### config.mk
export PLATFORM = sky130hd
export DESIGN_NAME = adder_result_buffer_flat
export DESIGN_NICKNAME = d
export VERILOG_FILES = /design/src/rtl/adder_pkg.sv /design/src/rtl/adder_result_buffer_if.sv /design/src/rtl/adder_result_store.sv /design/src/rtl/adder_result_buffer.sv /design/src/flat_wrapper.sv
export SDC_FILE = /design/constraint.sdc
export NUM_CORES = 1
export LEC_CHECK = 0
export CORE_ASPECT_RATIO = 1.2
export CORE_MARGIN = 2
export CORE_UTILIZATION = 35
export DETAILED_ROUTE_END_ITERATION = 16
export PLACE_DENSITY = 0.68
export SLEW_MARGIN = 20
export SYNTH_ARGS = -nofsm -noshare
export SYNTH_HDL_FRONTEND = slang
export SYNTH_SLANG_ARGS = --single-unit
### constraint.sdc
create_clock -name clock -period 5.97 [get_ports clock]
set_clock_uncertainty 0.2 [all_clocks]
set_input_delay 0.8955 -clock clock [delete_from_list [all_inputs] [get_ports clock]]
set_output_delay 0.8955 -clock clock [all_outputs]
set_load 0.03 [all_outputs]
### src/rtl/adder_pkg.sv
// Shared definitions for the ripple-carry adder datapath and its result buffer.
package adder_pkg;

  localparam int RCA_WIDTH = 8;
  localparam int RESULT_W  = RCA_WIDTH + 1;

  typedef struct packed {
    logic                 cout;
    logic [RCA_WIDTH-1:0] sum;
  } rca_result_t;

  function automatic rca_result_t packResult(input logic cout, input logic [RCA_WIDTH-1:0] sum);
    rca_result_t r;
    r.cout = cout;
    r.sum  = sum;
    return r;
  endfunction

endpackage

### src/rtl/adder_result_buffer_if.sv
// Adder-result handshake bundle: upstream push side, downstream pop side, status.
interface adder_result_buffer_if #(
  parameter int WIDTH = 8,
  parameter int DEPTH = 4
);
  localparam int CW = $clog2(DEPTH) + 1;

  logic             io_in_valid;
  logic             io_in_ready;
  logic [WIDTH-1:0] io_in_sum;
  logic             io_in_cout;
  logic             io_out_valid;
  logic             io_out_ready;
  logic [WIDTH:0]   io_out_bits;
  logic [CW-1:0]    io_count;
  logic             io_ovf_clear;
  logic [7:0]       io_ovf_count;

  // Driving side: the adder/parent and the consumer.
  modport master (
    output io_in_valid, io_in_sum, io_in_cout, io_out_ready, io_ovf_clear,
    input  io_in_ready, io_out_valid, io_out_bits, io_count, io_ovf_count
  );

  // Buffer side.
  modport slave (
    input  io_in_valid, io_in_sum, io_in_cout, io_out_ready, io_ovf_clear,
    output io_in_ready, io_out_valid, io_out_bits, io_count, io_ovf_count
  );

endinterface

### src/rtl/adder_result_store.sv
// DEPTH x WORD_W register array with one synchronous write port and one async read port.
module adder_result_store #(
  parameter int WORD_W = 9,
  parameter int DEPTH  = 4,
  localparam int AW    = $clog2(DEPTH)
) (
  input  logic              clock,
  input  logic              wrEn,
  input  logic [AW-1:0]     wrAddr,
  input  logic [WORD_W-1:0] wrData,
  input  logic [AW-1:0]     rdAddr,
  output logic [WORD_W-1:0] rdData
);

  logic [WORD_W-1:0] mem [DEPTH];

  // NOTE: storage has no reset; occupancy tracking makes stale entries unobservable.
  always_ff @(posedge clock) begin
    if (wrEn) mem[wrAddr] <= wrData;
  end

  assign rdData = mem[rdAddr];

endmodule

### src/rtl/adder_result_buffer.sv
// Result FIFO behind the ripple-carry adder; optional overflow counter under
// ADDER_RESULT_OVF_COUNT_EN.
module adder_result_buffer
  import adder_pkg::*;
#(
  parameter int WIDTH = RCA_WIDTH,
  parameter int DEPTH = 4
) (
  input  logic                  clock,
  input  logic                  reset,
  adder_result_buffer_if.slave  bus
);

  localparam int PW = $clog2(DEPTH);
  localparam int CW = PW + 1;

  logic [PW-1:0] wrPtr;
  logic [PW-1:0] rdPtr;
  logic [CW-1:0] count;
  logic          full;
  logic          empty;
  logic          push;
  logic          pop;

  // Ready/valid come from registered occupancy only, so no comb path crosses the buffer.
  assign full  = (count == CW'(DEPTH));
  assign empty = (count == '0);
  assign push  = bus.io_in_valid & ~full;
  assign pop   = bus.io_out_ready & ~empty;

  assign bus.io_in_ready  = ~full;
  assign bus.io_out_valid = ~empty;
  assign bus.io_count     = count;

  adder_result_store #(
    .WORD_W (WIDTH + 1),
    .DEPTH  (DEPTH)
  ) store (
    .clock  (clock),
    .wrEn   (push),
    .wrAddr (wrPtr),
    .wrData ({bus.io_in_cout, bus.io_in_sum}),
    .rdAddr (rdPtr),
    .rdData (bus.io_out_bits)
  );

  // NOTE: all sequential state uses non-blocking assignments so every register samples pre-edge values.
  always_ff @(posedge clock) begin
    if (reset) begin
      wrPtr <= '0;
      rdPtr <= '0;
      count <= '0;
    end else begin
      if (push) wrPtr <= wrPtr + PW'(1);
      if (pop)  rdPtr <= rdPtr + PW'(1);
      case ({push, pop})
        2'b10:   count <= count + CW'(1);
        2'b01:   count <= count - CW'(1);
        default: ;
      endcase
    end
  end

`ifdef ADDER_RESULT_OVF_COUNT_EN
  logic [7:0] ovfCount;

  // Clear wins over a same-cycle increment; the counter saturates rather than wrapping.
  always_ff @(posedge clock) begin
    if (reset || bus.io_ovf_clear) begin
      ovfCount <= '0;
    end else if (push && bus.io_in_cout && ovfCount != 8'hFF) begin
      ovfCount <= ovfCount + 8'd1;
    end
  end

  assign bus.io_ovf_count = ovfCount;
`else
  logic unusedOvfClear;

  assign unusedOvfClear   = bus.io_ovf_clear;
  assign bus.io_ovf_count = 8'h00;
`endif

endmodule

### src/flat_wrapper.sv
// flat-port wrapper written by rule: the top's interface ports become plain ports
module adder_result_buffer_flat import adder_pkg::*;
#(
  parameter int WIDTH = RCA_WIDTH,
  parameter int DEPTH = 4
)
  (clock, reset, bus_io_in_valid, bus_io_in_sum, bus_io_in_cout, bus_io_out_ready, bus_io_ovf_clear, bus_io_in_ready, bus_io_out_valid, bus_io_out_bits, bus_io_count, bus_io_ovf_count);
  adder_result_buffer_if #(.WIDTH(WIDTH), .DEPTH(DEPTH)) bus_i ();
  input  logic clock;
  input  logic reset;
  input wire logic [$bits(bus_i.io_in_valid)-1:0] bus_io_in_valid;
  input wire logic [$bits(bus_i.io_in_sum)-1:0] bus_io_in_sum;
  input wire logic [$bits(bus_i.io_in_cout)-1:0] bus_io_in_cout;
  input wire logic [$bits(bus_i.io_out_ready)-1:0] bus_io_out_ready;
  input wire logic [$bits(bus_i.io_ovf_clear)-1:0] bus_io_ovf_clear;
  output wire logic [$bits(bus_i.io_in_ready)-1:0] bus_io_in_ready;
  output wire logic [$bits(bus_i.io_out_valid)-1:0] bus_io_out_valid;
  output wire logic [$bits(bus_i.io_out_bits)-1:0] bus_io_out_bits;
  output wire logic [$bits(bus_i.io_count)-1:0] bus_io_count;
  output wire logic [$bits(bus_i.io_ovf_count)-1:0] bus_io_ovf_count;
  assign bus_i.io_in_valid = bus_io_in_valid;
  assign bus_i.io_in_sum = bus_io_in_sum;
  assign bus_i.io_in_cout = bus_io_in_cout;
  assign bus_i.io_out_ready = bus_io_out_ready;
  assign bus_i.io_ovf_clear = bus_io_ovf_clear;
  assign bus_io_in_ready = bus_i.io_in_ready;
  assign bus_io_out_valid = bus_i.io_out_valid;
  assign bus_io_out_bits = bus_i.io_out_bits;
  assign bus_io_count = bus_i.io_count;
  assign bus_io_ovf_count = bus_i.io_ovf_count;
  adder_result_buffer #(.WIDTH(WIDTH), .DEPTH(DEPTH)) u_core (.clock(clock), .reset(reset), .bus(bus_i));
endmodule
==> run summary, run 1 <==
total setup buffers inserted after CTS: 0
post-synthesis mux area share: 12.2%
Tot GR Track Use: 10.6%
Cell Rows: 29
TritonRoute pass-1 iters: 5
# resized after CTS: 0
critical-path maximum fanout: 9
CTS H-tree depth: 2
pin count of the biggest net entering global routing: 14
final global-route overflow total: 0
Final setup viols: 0
met3 wire length: 185 µm
RSZ-0062 raised after global routing: no
share of layout cells above drive strength 1: 18.1%
Synth Instances: 108
WL final: 2.98 mm
post-route ant nets: 0
core area: 0.00523 mm²
min-delay src: u_core.wrPtr[1]$_SDFFE_PP0P_
first-pass GRT wire length: 4.65 mm
startpoint types: flip-flop
simple-gate share of the synthesized area: 5.16%
commonest non-fill, non-tap cell in the layout: edfxtp_1
top routing layer in use: met4
First DRT Iteration DRCs: 52
DR DRC count: 0
Worst Hold Class: reg -> reg
Max Fclk: 303 MHz
Setup TNS Final: 0 ns
CTS tree: yes
Synth Cell Area: 0.00187 mm²
cell taking the most area after synthesis: edfxtp_1
CTS Root Cell: clkbuf_8
Synth Area in Compound Gates: 2.82%
Post-Place Worst Slack: 2.85 ns
Lkg Pwr: 0.000766 µW
clk slew on worst S/H paths: 0.08 ns
die width: 70.6 µm
number of flops mapped to enable cells by yosys: 36
fillers: 479
worst-case reg-to-reg path depth: 9
dpl hpwl: 2.08 mm
final slew viol count: 0
clock sinks: 45
worst r2r src: u_core.bus.io_count[0]$_SDFFE_PP0P_
Avg Vias per Cell: 4.66
maximum clock path buffer count: 2
outcome: completed
critical path class: reg -> out
Avg WL per Cell: 14.9 µm
Async S/R FF share, synth: 0%
crit path capture type: output pin
Unique masters post-synth: 26
Max-Cap Viols: 0
fin crit share: 55.4%
Reg-to-Reg End: u_core.bus.io_count[2]$_SDFFE_PP0P_
Area growth, synth to finish: 19.8%
xor/xnor share of the synthesized area: 2.28%
hold slack: 0.345 ns
Syn Area/Cell: 17.3 µm²
PwrDens: 416 mW/mm²
Slew @ Worst Pin: 0.618 ns
WHS Path Cells: 2
adder-cell share of the synthesized area: 4.43%
top cells by area, synth: edfxtp_1 58%, mux4_2 11%, dfxtp_1 9.7%, buf_4 3.6%, ha_1 3.4%
M1 WL: 1.13 mm
r2r setup slk: 3.68 ns
Seq/Total Area, Yosys: 67.6%
RD Place Congestion: 0.665
most frequent cells in the layout: 36 x edfxtp_1, 26 x clkdlybuf4s50_1, 9 x mux4_2, 9 x dfxtp_1
Most used DFF post-synth: edfxtp_1
required time worst endpoint: 4.87 ns
initial antenna violation count: 0
PortBufs: 26
Critical Path Sink: bus_io_out_bits[1]
Ys Warns: 0
met2 WL post-DR: 1.64 mm
vias in the first global route: 992
Top Ports: 36
top cell type's share of synthesized area: 57.9%
minimum clock period: 3.30 ns
Fin. Hold Viols: 0
Hold Buf Count CTS: 0
ANT cells: 0
Power Total: 929 µW
slew margin rel.: 58.7%
initial core utilization: 35.7%
Max rail drop VDD: 0.239 mV
die area: 0.00593 mm²
flops & latches, synth: 45
PnR worst setup slack: 2.67 ns
via count: 931
largest family of logic cells by synthesized area: multiplexers
worst-skew pair later-pin latency: 0.29 ns
CTS buffer count: 5
CP Data Arrival Time: 2.21 ns
Vert. Die Dim: 84.0 µm
Layout Nets: 157
worst min-delay path by stage:
stage | end | slack, ns
floorplan | u_core.wrPtr[1]$_SDFFE_PP0P_ | 0.28
global placement | u_core.wrPtr[1]$_SDFFE_PP0P_ | 0.29
global route | u_core.rdPtr[1]$_SDFFE_PP0P_ | 0.36
detailed placement | u_core.rdPtr[1]$_SDFFE_PP0P_ | 0.33
finish | u_core.wrPtr[1]$_SDFFE_PP0P_ | 0.34
CTS | u_core.wrPtr[1]$_SDFFE_PP0P_ | 0.34
Yosys cell counts, types with 2 or more instances:
cell type   n
inv_1       6
a21oi_1     2
mux4_2      9
xor2_1      3
nor2_1      8
nand2b_1    2
edfxtp_1   36
ha_1        5
and2_2      4
dfxtp_1     9
buf_4       9
stage by stage:
step | instances | util, % | area [µm²]
after global placement | 192 | 41.2 | 2150
after detailed placement | 192 | 41.2 | 2150
final | 200 | 42.8 | 2230
after global routing | 200 | 42.8 | 2230
after floorplan | 115 | - | 1890
after CTS | 200 | 42.8 | 2230
cell type report:
| class | instances | area, µm² | area share, % |
|---|---|---|---|
| clock buffers | 5 | 68.8 | 3.08 |
| clock inverters | 3 | 12.5 | 0.560 |
| inverters | 6 | 22.5 | 1.01 |
| multi-input cells | 53 | 532 | 23.8 |
| flip-flops and latches | 45 | 1260 | 56.4 |
| well taps | 62 | 77.6 | 3.47 |
| repair buffers | 26 | 260 | 11.6 |
routing by layer:
layer  GRT usage [%]  vias up
met1            11.0      458
met2            18.9       30
met4            3.60        0
li1                -      439
met3            4.47        4
met5               0        -
cells by family after synthesis:
| group | count (synthesis) |
|---|---|
| flip-flops | 45 |
| adder cells (fa/ha/maj) | 6 |
| multiplexers | 11 |
| AO/OA/AOI/OAI | 6 |
| XOR/XNOR | 4 |
| buffers and inverters | 17 |
| AND/OR/NAND/NOR | 18 |
| other | 1 |
state kept, by name (all words and copies together), names as in the netlist, named ones only:
name                 flops
u_core.store.mem        36
u_core.bus.io_count      3
u_core.rdPtr             2
u_core.wrPtr             2
worst max-delay path, stage by stage, from the launching register on:
cell             delay, ns
dfxtp_1               0.72
mux4_2                0.59
clkdlybuf4s50_1       0.61
where the power goes:
group          total, µW  switching (µW)  internal [µW]
sequential           428            45.7            382
clock                172            92.8           78.7
combinational        330             171            159
Power figures use the tool's default switching activity.
==> run 2: changes to the inputs <==
PLACE_DENSITY = 0.7   (was 0.68)
clock period = 2.95 ns   (was 5.97 ns; I/O delays follow)
==> run 2 against run 1 <==
  * Register-to-register slack worse by 3.1 ns
  * Non-clock buffer count up 1
  * Critical path depth up 1
  * Die area unchanged
  * Core utilization up 0.57 points
  * Worst setup slack worse by 2.3 ns
  * Final cell count unchanged
  * Sequential power up 95%
  * Critical path type unchanged
  * Worst hold slack worse by 0.013 ns
  * Sequential share of layout area down 0.75 points
  * Clock-buffer cell count unchanged
  * Global-route usage up 0.46 points
==> run summary, run 2 (synthesis results as in run 1) <==
register name with the most flops: u_core.store.mem (unchanged)
RSZ-0062 raised after global routing: no (unchanged)
First DRT Iteration DRCs: 80 (was 52)
Tot GR Track Use: 11.0% (was 10.6%)
Largest register FFs: 36 (unchanged)
DR DRC count: 0 (unchanged)
Lkg Pwr: 0.000783 µW (was 0.000766 µW)
CTS Root Cell: clkbuf_8 (unchanged)
via count: 950 (was 931)
first-pass GRT wire length: 4.77 mm (was 4.65 mm)
Avg Vias per Cell: 4.75 (was 4.66)
# resized after CTS: 0 (unchanged)
Max-Cap Viols: 0 (unchanged)
Post-DP Area: 0.00216 mm² (was 0.00215 mm²)
ANT cells: 0 (unchanged)
Sw Ratio: 31.6% (was 33.3%)
Logic pwr share: 36.0% (was 35.5%)
CP max stage cell: clkdlybuf4s50_1 (was dfxtp_1)
Cell Rows: 29 (unchanged)
fin crit share: 88.0%
total setup buffers inserted after CTS: 0 (unchanged)
Crit path largest cell delay: 0.61 ns (was 0.72 ns)
initial core utilization: 35.7% (unchanged)
Layout Nets: 158 (was 157)
Vert. Die Dim: 84.0 µm (unchanged)
Avg WL per Cell: 15.0 µm (was 14.9 µm)
outcome: completed (unchanged)
Top Family by Delay on Critical Path: buffers and inverters (was flip-flops)
CP Data Arrival Time: 1.95 ns (was 2.21 ns)
CTS buffer count: 5 (unchanged)
Util after Layout: 43.3% (was 42.8%)
TritonRoute pass-1 iters: 4 (was 5)
worst-skew pair later-pin latency: 0.29 ns (about the same)
Final setup viols: 0 (unchanged)
startpoint types: flip-flop (unchanged)
initial antenna violation count: 0 (unchanged)
WL final: 2.99 mm (was 2.98 mm)
share of layout cells above drive strength 1: 19.6% (was 18.1%)
Power Total: 1980 µW (was 929 µW)
Top Ports: 36 (unchanged)
Setup TNS Final: 0 ns (unchanged)
maximum clock path buffer count: 2 (unchanged)
die width: 70.6 µm (unchanged)
Max Fclk: 385 MHz
crit path capture type: output pin (unchanged)
RD Place Congestion: 0.643 (was 0.665)
die area: 0.00593 mm² (unchanged)
vias in the first global route: 990 (was 992)
critical-path maximum fanout: 9 (unchanged)
final global-route overflow total: 0 (unchanged)
Max rail drop VDD: 0.466 mV (was 0.239 mV)
Fin. Hold Viols: 0 (unchanged)
critical path class: reg -> out (unchanged)
post-route ant nets: 0 (unchanged)
hold slack: 0.331 ns (was 0.345 ns)
CTS H-tree depth: 2 (unchanged)
clock sinks: 45 (unchanged)
final slew viol count: 0 (unchanged)
WP buf/inv: 2 (was 1)
required time worst endpoint: 2.31 ns (was 4.87 ns)
clk slew on worst S/H paths: 0.08 ns (about the same)
dpl hpwl: 2.17 mm (was 2.08 mm)
minimum clock period: 2.60 ns
CTS tree: yes (unchanged)
Seq pwr share: 42.2% (was 46.0%)
CP cell instances: buf_4, mux4_2, clkdlybuf4s50_1 (was mux4_2, clkdlybuf4s50_1)
pin count of the biggest net entering global routing: 14 (unchanged)
core area: 0.00523 mm² (unchanged)
Clk pwr share: 21.8% (was 18.5%)
fillers: 469 (was 479)
P_int: 1350 µW (was 620 µW)
Worst Hold Class: reg -> reg (unchanged)
Area growth, synth to finish: 21.4% (was 19.8%)
most frequent cells in the layout: 36 x edfxtp_1, 26 x clkdlybuf4s50_1, 9 x mux4_2, 9 x dfxtp_1 (unchanged)
design area: 0.00226 mm² (was 0.00223 mm²)
PortBufs: 26 (unchanged)
Hold Buf Count CTS: 0 (unchanged)
commonest non-fill, non-tap cell in the layout: edfxtp_1 (unchanged)
PwrDens: 872 mW/mm² (was 416 mW/mm²)
Psw: 625 µW (was 309 µW)
[run 2: changes by cell type in the layout (fill, tap and decap cells not counted), sizes merged]
| cell | change |
|---|---|
| clkinv | -2 |
| buf | +1 |
| bufinv | +1 |
[run 2: per-stage QoR]
stage / setup WS [ns] / cells
floorplan: 0.667 / 115
global placement: 0.389 / 193
detailed placement: 0.278 / 193
CTS: 0.323 / 200
global route: 0.277 / 200
finish: 0.355 / 200
[run 2: worst register-to-register path, cell delays in order, from the launching register on]
cell	delay, ns
dfxtp_1	0.39
nor2_2	0.21
a21boi_4	0.11
inv_1	0.08
ha_1	0.19
inv_1	0.07
fa_1	0.39
xor2_1	0.17
or3_1	0.31
a21oi_1	0.14
[run 2: power by group through the flow]
stage | Sequential, µW | Clock (µW) | Combinational, µW
detailed placement | 850 | 0 | 721
finish | 835 | 430 | 711
floorplan | 852 | 0 | 479
CTS | 837 | 440 | 722
global placement | 840 | 0 | 705
global route | 848 | 470 | 758
[run 2: worst paths after layout]
check	startpoint	end	slack [ns]	depth (start not counted)
min reg2reg	u_core.wrPtr[1]$_SDFFE_PP0P_	u_core.wrPtr[1]$_SDFFE_PP0P_	0.33	2
max	flip-flop	bus_io_out_bits[3]	0.35	3
min	u_core.wrPtr[1]$_SDFFE_PP0P_	u_core.wrPtr[1]$_SDFFE_PP0P_	0.33	2
max reg2reg	u_core.bus.io_count[0]$_SDFFE_PP0P_	u_core.bus.io_count[2]$_SDFFE_PP0P_	0.62	9
[run 2: metal layers]
metal  global-route usage, %  wire, µm
met5                       0         0
met4                    4.12        55
met3                    3.38       183
met2                    21.3      1690
met1                    10.8      1060
[run 2: final cells by class]
class | instances | area (µm²) | area share (%)
sequential | 45 | 1260 | 55.7
timing repair buffer | 27 | 268 | 11.8
tap | 62 | 77.6 | 3.43
multi-input combinational | 53 | 532 | 23.5
clock inverter | 2 | 35.0 | 1.55
inverter | 6 | 22.5 | 0.994
clock buffer | 5 | 68.8 | 3.04
